**src/rtl/updown_mod_counter_if.sv**
```systemverilog
// ---------------------------------------------------------------------------
// updown_mod_counter_if
//   Control and status bundle for updown_mod_counter.
//
//   Handshake: there is no valid/ready pair. Every control input is sampled
//   on each rising clock edge, and each status output is valid while its
//   inputs are steady: count and ovf are registered, while at_max, at_zero
//   and tc are combinational.
//
//   Signals:
//     clr      - synchronous clear to 0 (highest priority)
//     load     - synchronous parallel load of min(load_val, max_val)
//     load_val - value to load
//     en       - count enable
//     up       - direction, 1 = increment, 0 = decrement
//     sat      - 1 = saturate at the ends, 0 = wrap
//     max_val  - terminal value, legal range is 0..max_val
//     count    - current count (registered)
//     at_max   - count == max_val
//     at_zero  - count == 0
//     tc       - carry/borrow for cascading
//     ovf      - one-cycle pulse following a wrap
//
//   Modports:
//     master - drives the controls and observes the status
//     slave  - the counter itself
// ---------------------------------------------------------------------------
interface updown_mod_counter_if #(
   parameter int WIDTH = 4
);
   logic             clr;
   logic             load;
   logic [WIDTH-1:0] load_val;
   logic             en;
   logic             up;
   logic             sat;
   logic [WIDTH-1:0] max_val;
   logic [WIDTH-1:0] count;
   logic             at_max;
   logic             at_zero;
   logic             tc;
   logic             ovf;

   modport master (
      output clr, load, load_val, en, up, sat, max_val,
      input  count, at_max, at_zero, tc, ovf
   );

   modport slave (
      input  clr, load, load_val, en, up, sat, max_val,
      output count, at_max, at_zero, tc, ovf
   );
endinterface

```
**src/rtl/updown_mod_counter.sv**
```systemverilog
// ---------------------------------------------------------------------------
// updown_mod_counter
//   Synchronous up/down counter with a run-time modulus (0..max_val),
//   parallel load, synchronous clear and a wrap or saturate mode.
//   Every flop is clocked on the same posedge, so there is no ripple skew.
//   Because tc is combinational carry/borrow, the tc output of one stage can
//   drive the en input of the next stage to build wider counters.
//
//   Parameters:
//     WIDTH   - counter width in bits (>= 1)
//     RST_VAL - count value while reset is held (must be <= every max_val)
//
//   Ports:
//     clk - clock, rising edge active
//     rst - reset, asynchronous, active-low
//     bus - updown_mod_counter_if.slave (controls in, status out)
//
//   Edge priority: clr > load > en > hold.
// ---------------------------------------------------------------------------
module updown_mod_counter #(
   parameter int               WIDTH   = 4,
   parameter logic [WIDTH-1:0] RST_VAL = '0
) (
   input  logic                  clk,
   input  logic                  rst,
   updown_mod_counter_if.slave   bus
);

   localparam logic [WIDTH-1:0] ONE = WIDTH'(1);

   logic [WIDTH-1:0] count_q;
   logic             ovf_q;
   logic [WIDTH-1:0] next_count;
   logic             next_ovf;
   logic             at_max;
   logic             at_zero;
   logic             in_range;

   assign at_max   = (count_q == bus.max_val);
   assign at_zero  = (count_q == '0);
   assign in_range = (count_q <= bus.max_val);

   // Next-state logic. next_ovf marks a wrap: up past the top (including
   // from out of range) onto 0, or down from 0 onto max_val. An
   // out-of-range count that is pulled back down onto max_val is a
   // correction, not a wrap, so it leaves ovf low.
   always_comb begin
      next_count = count_q;
      next_ovf   = 1'b0;
      if (bus.clr) begin
         next_count = '0;
      end else if (bus.load) begin
         next_count = (bus.load_val > bus.max_val) ? bus.max_val : bus.load_val;
      end else if (bus.en) begin
         if (!in_range) begin
            // max_val was lowered below the current count
            if (bus.up && !bus.sat) begin
               next_count = '0;
               next_ovf   = 1'b1;
            end else begin
               next_count = bus.max_val;
            end
         end else if (bus.up) begin
            if (!at_max) begin
               next_count = count_q + ONE;
            end else if (!bus.sat) begin
               next_count = '0;
               next_ovf   = 1'b1;
            end
         end else begin
            if (!at_zero) begin
               next_count = count_q - ONE;
            end else if (!bus.sat) begin
               next_count = bus.max_val;
               next_ovf   = 1'b1;
            end
         end
      end
   end

   always_ff @(posedge clk or negedge rst) begin
      if (!rst) begin
         count_q <= RST_VAL;
         ovf_q   <= 1'b0;
      end else begin
         count_q <= next_count;
         ovf_q   <= next_ovf;
      end
   end

   assign bus.count   = count_q;
   assign bus.ovf     = ovf_q;
   assign bus.at_max  = at_max;
   assign bus.at_zero = at_zero;
   // tc is not gated by clr, load or sat, so a cascade sees the true
   // terminal condition of this stage.
   assign bus.tc      = bus.en & ((bus.up & at_max) | (~bus.up & at_zero));

endmodule

```
**src/flat_wrapper.sv**
```systemverilog
// flat-port wrapper written by rule: the top's interface ports become plain ports
module updown_mod_counter_flat 
#(
   parameter int               WIDTH   = 4,
   parameter logic [WIDTH-1:0] RST_VAL = '0
)
  (clk, rst, bus_clr, bus_load, bus_load_val, bus_en, bus_up, bus_sat, bus_max_val, bus_count, bus_at_max, bus_at_zero, bus_tc, bus_ovf);
  updown_mod_counter_if #(.WIDTH(WIDTH)) bus_i ();
  input  logic clk;
  input  logic rst;
  input wire logic [$bits(bus_i.clr)-1:0] bus_clr;
  input wire logic [$bits(bus_i.load)-1:0] bus_load;
  input wire logic [$bits(bus_i.load_val)-1:0] bus_load_val;
  input wire logic [$bits(bus_i.en)-1:0] bus_en;
  input wire logic [$bits(bus_i.up)-1:0] bus_up;
  input wire logic [$bits(bus_i.sat)-1:0] bus_sat;
  input wire logic [$bits(bus_i.max_val)-1:0] bus_max_val;
  output wire logic [$bits(bus_i.count)-1:0] bus_count;
  output wire logic [$bits(bus_i.at_max)-1:0] bus_at_max;
  output wire logic [$bits(bus_i.at_zero)-1:0] bus_at_zero;
  output wire logic [$bits(bus_i.tc)-1:0] bus_tc;
  output wire logic [$bits(bus_i.ovf)-1:0] bus_ovf;
  assign bus_i.clr = bus_clr;
  assign bus_i.load = bus_load;
  assign bus_i.load_val = bus_load_val;
  assign bus_i.en = bus_en;
  assign bus_i.up = bus_up;
  assign bus_i.sat = bus_sat;
  assign bus_i.max_val = bus_max_val;
  assign bus_count = bus_i.count;
  assign bus_at_max = bus_i.at_max;
  assign bus_at_zero = bus_i.at_zero;
  assign bus_tc = bus_i.tc;
  assign bus_ovf = bus_i.ovf;
  updown_mod_counter #(.WIDTH(WIDTH), .RST_VAL(RST_VAL)) u_core (.clk(clk), .rst(rst), .bus(bus_i));
endmodule
```
**config.mk**
```make
export PLATFORM = sky130hd
export DESIGN_NAME = updown_mod_counter_flat
export DESIGN_NICKNAME = d
export VERILOG_FILES = /design/src/rtl/updown_mod_counter_if.sv /design/src/rtl/updown_mod_counter.sv /design/src/flat_wrapper.sv
export SDC_FILE = /design/constraint.sdc
export NUM_CORES = 1
export LEC_CHECK = 0
export BUFFER_PORTS_ARGS = -buffer_cell sky130_fd_sc_hd__buf_2
export CELL_PAD_IN_SITES_DETAIL_PLACEMENT = 1
export CELL_PAD_IN_SITES_GLOBAL_PLACEMENT = 2
export CORE_AREA = 2 2 53 55
export DETAILED_ROUTE_END_ITERATION = 12
export DIE_AREA = 0 0 55 57
export PLACE_DENSITY = 0.9
export SYNTH_ARGS = -nofsm -noshare
export SYNTH_HDL_FRONTEND = slang
export SYNTH_SLANG_ARGS = --single-unit
```
**constraint.sdc**
```tcl
create_clock -name clk -period 5.25 [get_ports clk]
set_input_delay 0.525 -clock clk [delete_from_list [all_inputs] [get_ports clk]]
set_output_delay 0.525 -clock clk [all_outputs]
set_load 0.05 [all_outputs]
```
Word level (Yosys, flattened, before mapping)
Index checks and enable logic that the tools add are counted.
{"block": "classes", "n_lt_le_gt_ge": 2, "n_addsub": 2, "n_bitwise": 5, "n_reduce_logical": 5, "n_eq_ne": 3, "mux": 20}
{"operator": "4-bit 2-to-1 mux", "n": 11}
{"operator": "6-bit inequality test (second input constant)", "n": 2}
{"operator": "1-bit 2-to-1 mux", "n": 9}
{"operator": "4-bit by 1-bit adder with 4-bit output (second input constant)", "n": 1}
{"operator": "4-bit equality test", "n": 1}
{"operator": "4-bit > comparator", "n": 1}
{"operator": "4-bit less-or-equal comparator", "n": 1}
{"operator": "4-bit logical NOT", "n": 1}
{"operator": "4-bit by 1-bit subtractor with 4-bit output (second input constant)", "n": 1}
{"operator": "1-bit AND", "n": 3}
{"operator": "3-bit AND reduction", "n": 1}
{"operator": "3-bit nonzero test", "n": 1}
{"operator": "1-bit logical AND", "n": 1}
{"operator": "1-bit logical NOT", "n": 1}
{"operator": "1-bit NOT", "n": 1}
{"operator": "1-bit bitwise OR", "n": 1}
{"block": "totals", "inputBits": 15, "out_inout_bits": 8, "register_bits": 5, "word_cells": 39}

Logic depth before layout (Yosys ltp)
{"block": "logic_depth", "word_depth": 7, "ltp_mapped": 9, "mapped_depth_nobuf": 9}

Worst setup path before layout
Ideal clock, no wire load.
{"block": "synth_path", "path_kind": "register to output", "from": "reg u_core.count_q[0] (netlist: u_core.bus.count[0])", "to": "out bus_tc", "required_time_ps": 4725, "path_buffers": 0, "arrival_time_ps": 2392, "path_slack_ps": 2333, "path_stages_with_launch": 7, "path_cell_list": "dfrtp_1 -> inv_1 -> ha_1 -> nand4_1 -> inv_1 -> a21o_1 -> and2_1"}
{"block": "synth_between", "elab_chain_cells": 4, "word_cells_on_any_way": 6, "cone_classes": "1 x eq/ne; 4 x bitwise; 1 x reduce/logical"}
{"element": "from (decl)", "line": "updown_mod_counter.sv:31", "text": "logic [WIDTH-1:0] count_q;"}
{"element": "from (signal assigned)", "line": "updown_mod_counter.sv:86", "text": "count_q <= next_count;"}
{"element": "4-bit equality test", "line": "updown_mod_counter.sv:39", "text": "assign at_max = (count_q == bus.max_val);"}
{"element": "named net bus_at_max", "line": "flat_wrapper.sv:19", "text": "output wire logic [$bits(bus_i.at_max)-1:0] bus_at_max;"}
{"element": "1-bit AND", "line": "updown_mod_counter.sv:97", "text": "assign bus.tc = bus.en & ((bus.up & at_max) | (~bus.up & at_zero));"}
{"element": "1-bit bitwise OR", "line": "updown_mod_counter.sv:97"}
{"element": "1-bit AND", "line": "updown_mod_counter.sv:97"}
{"element": "to (decl)", "line": "flat_wrapper.sv:21", "text": "output wire logic [$bits(bus_i.tc)-1:0] bus_tc;"}
The timed path passes the listed nets, and every way through them passes these cells.

Worst setup path after layout
{"block": "layout_path", "from": "reg u_core.count_q[2] (netlist: u_core.bus.count[2])", "to": "out bus_tc"}
{"block": "layout_between", "elab_chain_cells": 4, "word_cells_on_any_way": 6, "cone_classes": "1 x eq/ne; 4 x bitwise; 1 x reduce/logical"}
{"element": "4-bit equality test / 4-bit logical NOT (equally long branches)", "line": "updown_mod_counter.sv:39, updown_mod_counter.sv:40"}
{"element": "1-bit AND", "line": "updown_mod_counter.sv:97"}
{"element": "1-bit bitwise OR (*)", "line": "updown_mod_counter.sv:97"}
{"element": "1-bit AND (*)", "line": "updown_mod_counter.sv:97"}
Mark *: on every way between the ends. The rest lies on a longest branch, timed or not.

==> run summary <==
The run finished with clean final reports. The run gives 0 as the number of maximum-capacitance violations. The logs give 2.62% for the met3 usage and 0.23 ns for the source-to-sink clock delay at the later pin of the worst-skew pair. The number of antenna violations at the first check in global routing was 0. Depth of the CTS H-tree: 1. Worst setup path category: reg -> out. Of the synthesized area, sequential elements account for 16.8%.

The first-pass GRT wire length is 3.93 mm. For this run, the number of Yosys warnings is 0. Summing every instance area after synthesis gives 743 sq um. After layout, the worst path uses 50.3% of the clock period. Summed over all layers, the global routing overflow is 0.

The count of state elements after synthesis came out at 5. The floorplan step defined a die boundary enclosing 0.00314 sq mm. The worst pin sits at a relative slew slack of 64.5%. Buffers placed on the I/O ports in this run total 22.

Setup repair after global routing left no endpoint under its margin. The number of nets handed over by synthesis was 116. Summed over all nets, the half-perimeter wirelength after detailed placement is 1.92 mm. The run gives 4 as the number of iterations in the first detailed-routing pass.

At the end of the flow, the number of nets in the layout was 139. Entering global routing, the biggest net connects 11 pins. After clock tree synthesis, the clock-pin slew on the worst setup and hold paths is 0.04 ns. Along the worst path, the maximum fanout reaches 10. Buffers inserted to repair hold after CTS numbered 0.

The number of hold-slack violations in the final timing report is 0. The setup check on the worst reg-to-reg path leaves a slack of 2.97 ns. The fraction of layout instances using a drive strength above 1 is 25.7%. For the remaining antenna violation count after routing, the log shows 0. The floorplan step set the die height to 57 um. Via count of the first global-routing pass: 890.

In the layout the commonest cells are sky130_fd_sc_hd__buf_2, sky130_fd_sc_hd__ha_1, sky130_fd_sc_hd__inv_1, sky130_fd_sc_hd__a21oi_1, sky130_fd_sc_hd__nand2_1. The final route contains 796 vias. The number of antenna diodes in the final layout is 0. For this block, the initial DRC count from the detailed router was 14.

The library cell used most frequently in the layout, excluding fill and tap cells, is sky130_fd_sc_hd__buf_2. After detailed routing, the number of vias per cell comes to 5.53. The arrival time of the worst setup path was 2.12 ns.

For the total placed cells including tap cells, the log shows 140. Once layout is complete, the cells apart from fillers number 144. Clock root buffer: sky130_fd_sc_hd__clkbuf_4.

For the maximum clock frequency, the log shows 379 MHz. Global routing consumed, on the met1 layer, 20.9% of the routing resources. STA puts the critical path data required time at 4.72 ns.

Layout overhead on the synthesized area: 20.2%. The total count of max-transition violations in the final report was 0. The tools report the setup TNS as 0 ns.

The clock passes through at most 2 buffers. STA classifies the critical path startpoint as a flop. Sort of element at the end of the critical path: a primary output. At the pin with the least slew margin, the transition time is 0.533 ns. The largest clock skew in the final design is 0.0000804 ns. Pin placement for this block handled 23 I/O pins.

For this design, the sink count on the clock tree is 5. Routed length per instance: 15.5 um. In this run the critical register-to-register path is launched from u_core.bus.count[0]. The synthesized area per cell works out to 8.17 sq um. Measured along the x axis, the die boundary spans 55 um. In this run the worst hold path is classified as in -> async.

In this run, post-CTS repair resized a total of 0 instances. After global routing, the most crowded layer is met2. The worst-case IR drop observed on VDD is 134 uV.

The worst register-to-register path has a depth of 8. Counting distinct cell types in the post-synthesis netlist gives 33. The DRC violations left came out at 0.

TritonCTS built the clock tree. The logs give 28.4% for the initial standard-cell utilization of the core and 0.00262 sq mm for the placeable core region. The standard-cell row count is 19, and the count of mapped cells out of synthesis is 91. In this run the static leakage power is 0.431 nW. In this run the critical register-to-register path is captured at u_core.bus.count[0].

The post-CTS setup buffer count is 0, and the power per cell area is 263 mW/mm^2. Routability-driven placement finished with a final weighted congestion of 0.811. In the global route stage, met2 resource usage came out at 28.1%. TritonCTS created 3 clock buffers. The logs give 17.0% for the global-route total usage across every layer and 0 for the number of setup violations in the final report. The total detailed-routing wirelength was 2.23 mm. The worst path in the final design needs a cycle of 2.64 ns, including I/O delays and setup.
-- cell families (layout without fill, tap and decap cells) --
logic type | Yosys count | after routing | share of synthesized area, %
AO/OA/AOI/OAI | 31 | 31 | 29.5
XOR/XNOR | 2 | 2 | 2.36
adder cells (fa/ha/maj) | 10 | 10 | 16.8
buffers and inverters | 13 | 35 | 7.91
flip-flops | 5 | 5 | 16.8
multiplexers | 4 | 4 | 5.39
AND/OR/NAND/NOR | 26 | 26 | 21.2
-- worst max-delay path by stage --
stage                     cells after the start  slack, ns     end           startpoint
after floorplan                               6       2.33  bus_tc  u_core.bus.count[0]
after global placement                        8       2.78  bus_tc       bus_max_val[3]
after detailed placement                      8       2.71  bus_tc       bus_max_val[3]
after CTS                                     7       2.60  bus_tc  u_core.bus.count[0]
after global routing                          7       2.43  bus_tc  u_core.bus.count[0]
final                                         6       2.61  bus_tc  u_core.bus.count[2]
-- worst max-delay path: stages, from the launching register on --
cell and delay, ns:
sky130_fd_sc_hd__dfrtp_1 0.52, sky130_fd_sc_hd__ha_1 0.38, sky130_fd_sc_hd__nand4_1 0.20, sky130_fd_sc_hd__inv_1 0.21
sky130_fd_sc_hd__a21o_1 0.18, sky130_fd_sc_hd__and2_1 0.13, sky130_fd_sc_hd__buf_2 0.26
-- state kept, by name, indices dropped and copies added (netlist names) --
register and flops:
u_core.bus.count 4, u_core.bus.ovf 1
-- metrics by stage --
stage          instance area (sq um)  utilization, %  hold slack, ns  setup slack [ns]  total power [mW]
2_1_floorplan                    743               -           0.229              2.33             0.159
3_3_place_gp                     867            33.2           0.337              2.78             0.191
3_5_place_dp                     867            33.2           0.341              2.71             0.194
4_1_cts                          893            34.2          0.0875              2.60             0.239
5_1_grt                          893            34.2          0.0776              2.43             0.257
6_report                         893            34.2          0.0934              2.61             0.235
-- Yosys cell counts (all sizes together) --
cell type / count / area, sq um
a21oi: 10 / 61.3
ha: 10 / 125
inv: 9 / 33.8
nand2: 6 / 22.5
o21ai: 6 / 30.0
dfrtp: 5 / 125
a32o: 4 / 40.0
mux2i: 4 / 40.0
buf: 3 / 21.3
nand3: 3 / 15.0
nor2: 3 / 11.3
nor3: 3 / 15.0
o211ai: 3 / 22.5
a311o: 2 / 20.0
a31oi: 2 / 12.5
nand4: 2 / 12.5
nor2b: 2 / 12.5
nor3b: 2 / 31.3
xnor2: 2 / 17.5
a211oi: 1 / 7.51
a21o: 1 / 7.51
a2bb2oi: 1 / 8.76
and2: 1 / 6.26
clkbuf: 1 / 3.75
nand2b: 1 / 6.26
nor4b: 1 / 8.76
o221ai: 1 / 8.76
or3: 1 / 6.26
or4b: 1 / 10.0
-- area by class of cell --
| type | instances | area, sq um |
|---|---|---|
| sequential | 5 | 125 |
| tap | 31 | 38.8 |
| clock buffer | 4 | 26.3 |
| timing repair buffer | 22 | 110 |
| fill | 344 | 1720 |
| multi-input combinational | 73 | 559 |
| inverter | 9 | 33.8 |
-- power breakdown --
| group | leakage [nW] | total (mW) | switching [mW] | internal, mW |
|---|---|---|---|---|
| clock network | 0.0150 | 0.0419 | 0.0133 | 0.0286 |
| logic | 0.350 | 0.137 | 0.0857 | 0.0515 |
| registers | 0.0662 | 0.0556 | 0.0127 | 0.0429 |
-- routing by layer --
metal  routed length (um)  share of wire [%]
met1                  958                 43
met2                 1210                 54
met3                   44                2.0
met4                   19               0.85
met5                    0                  0
No activity file was read; power rests on OpenSTA's default activity.
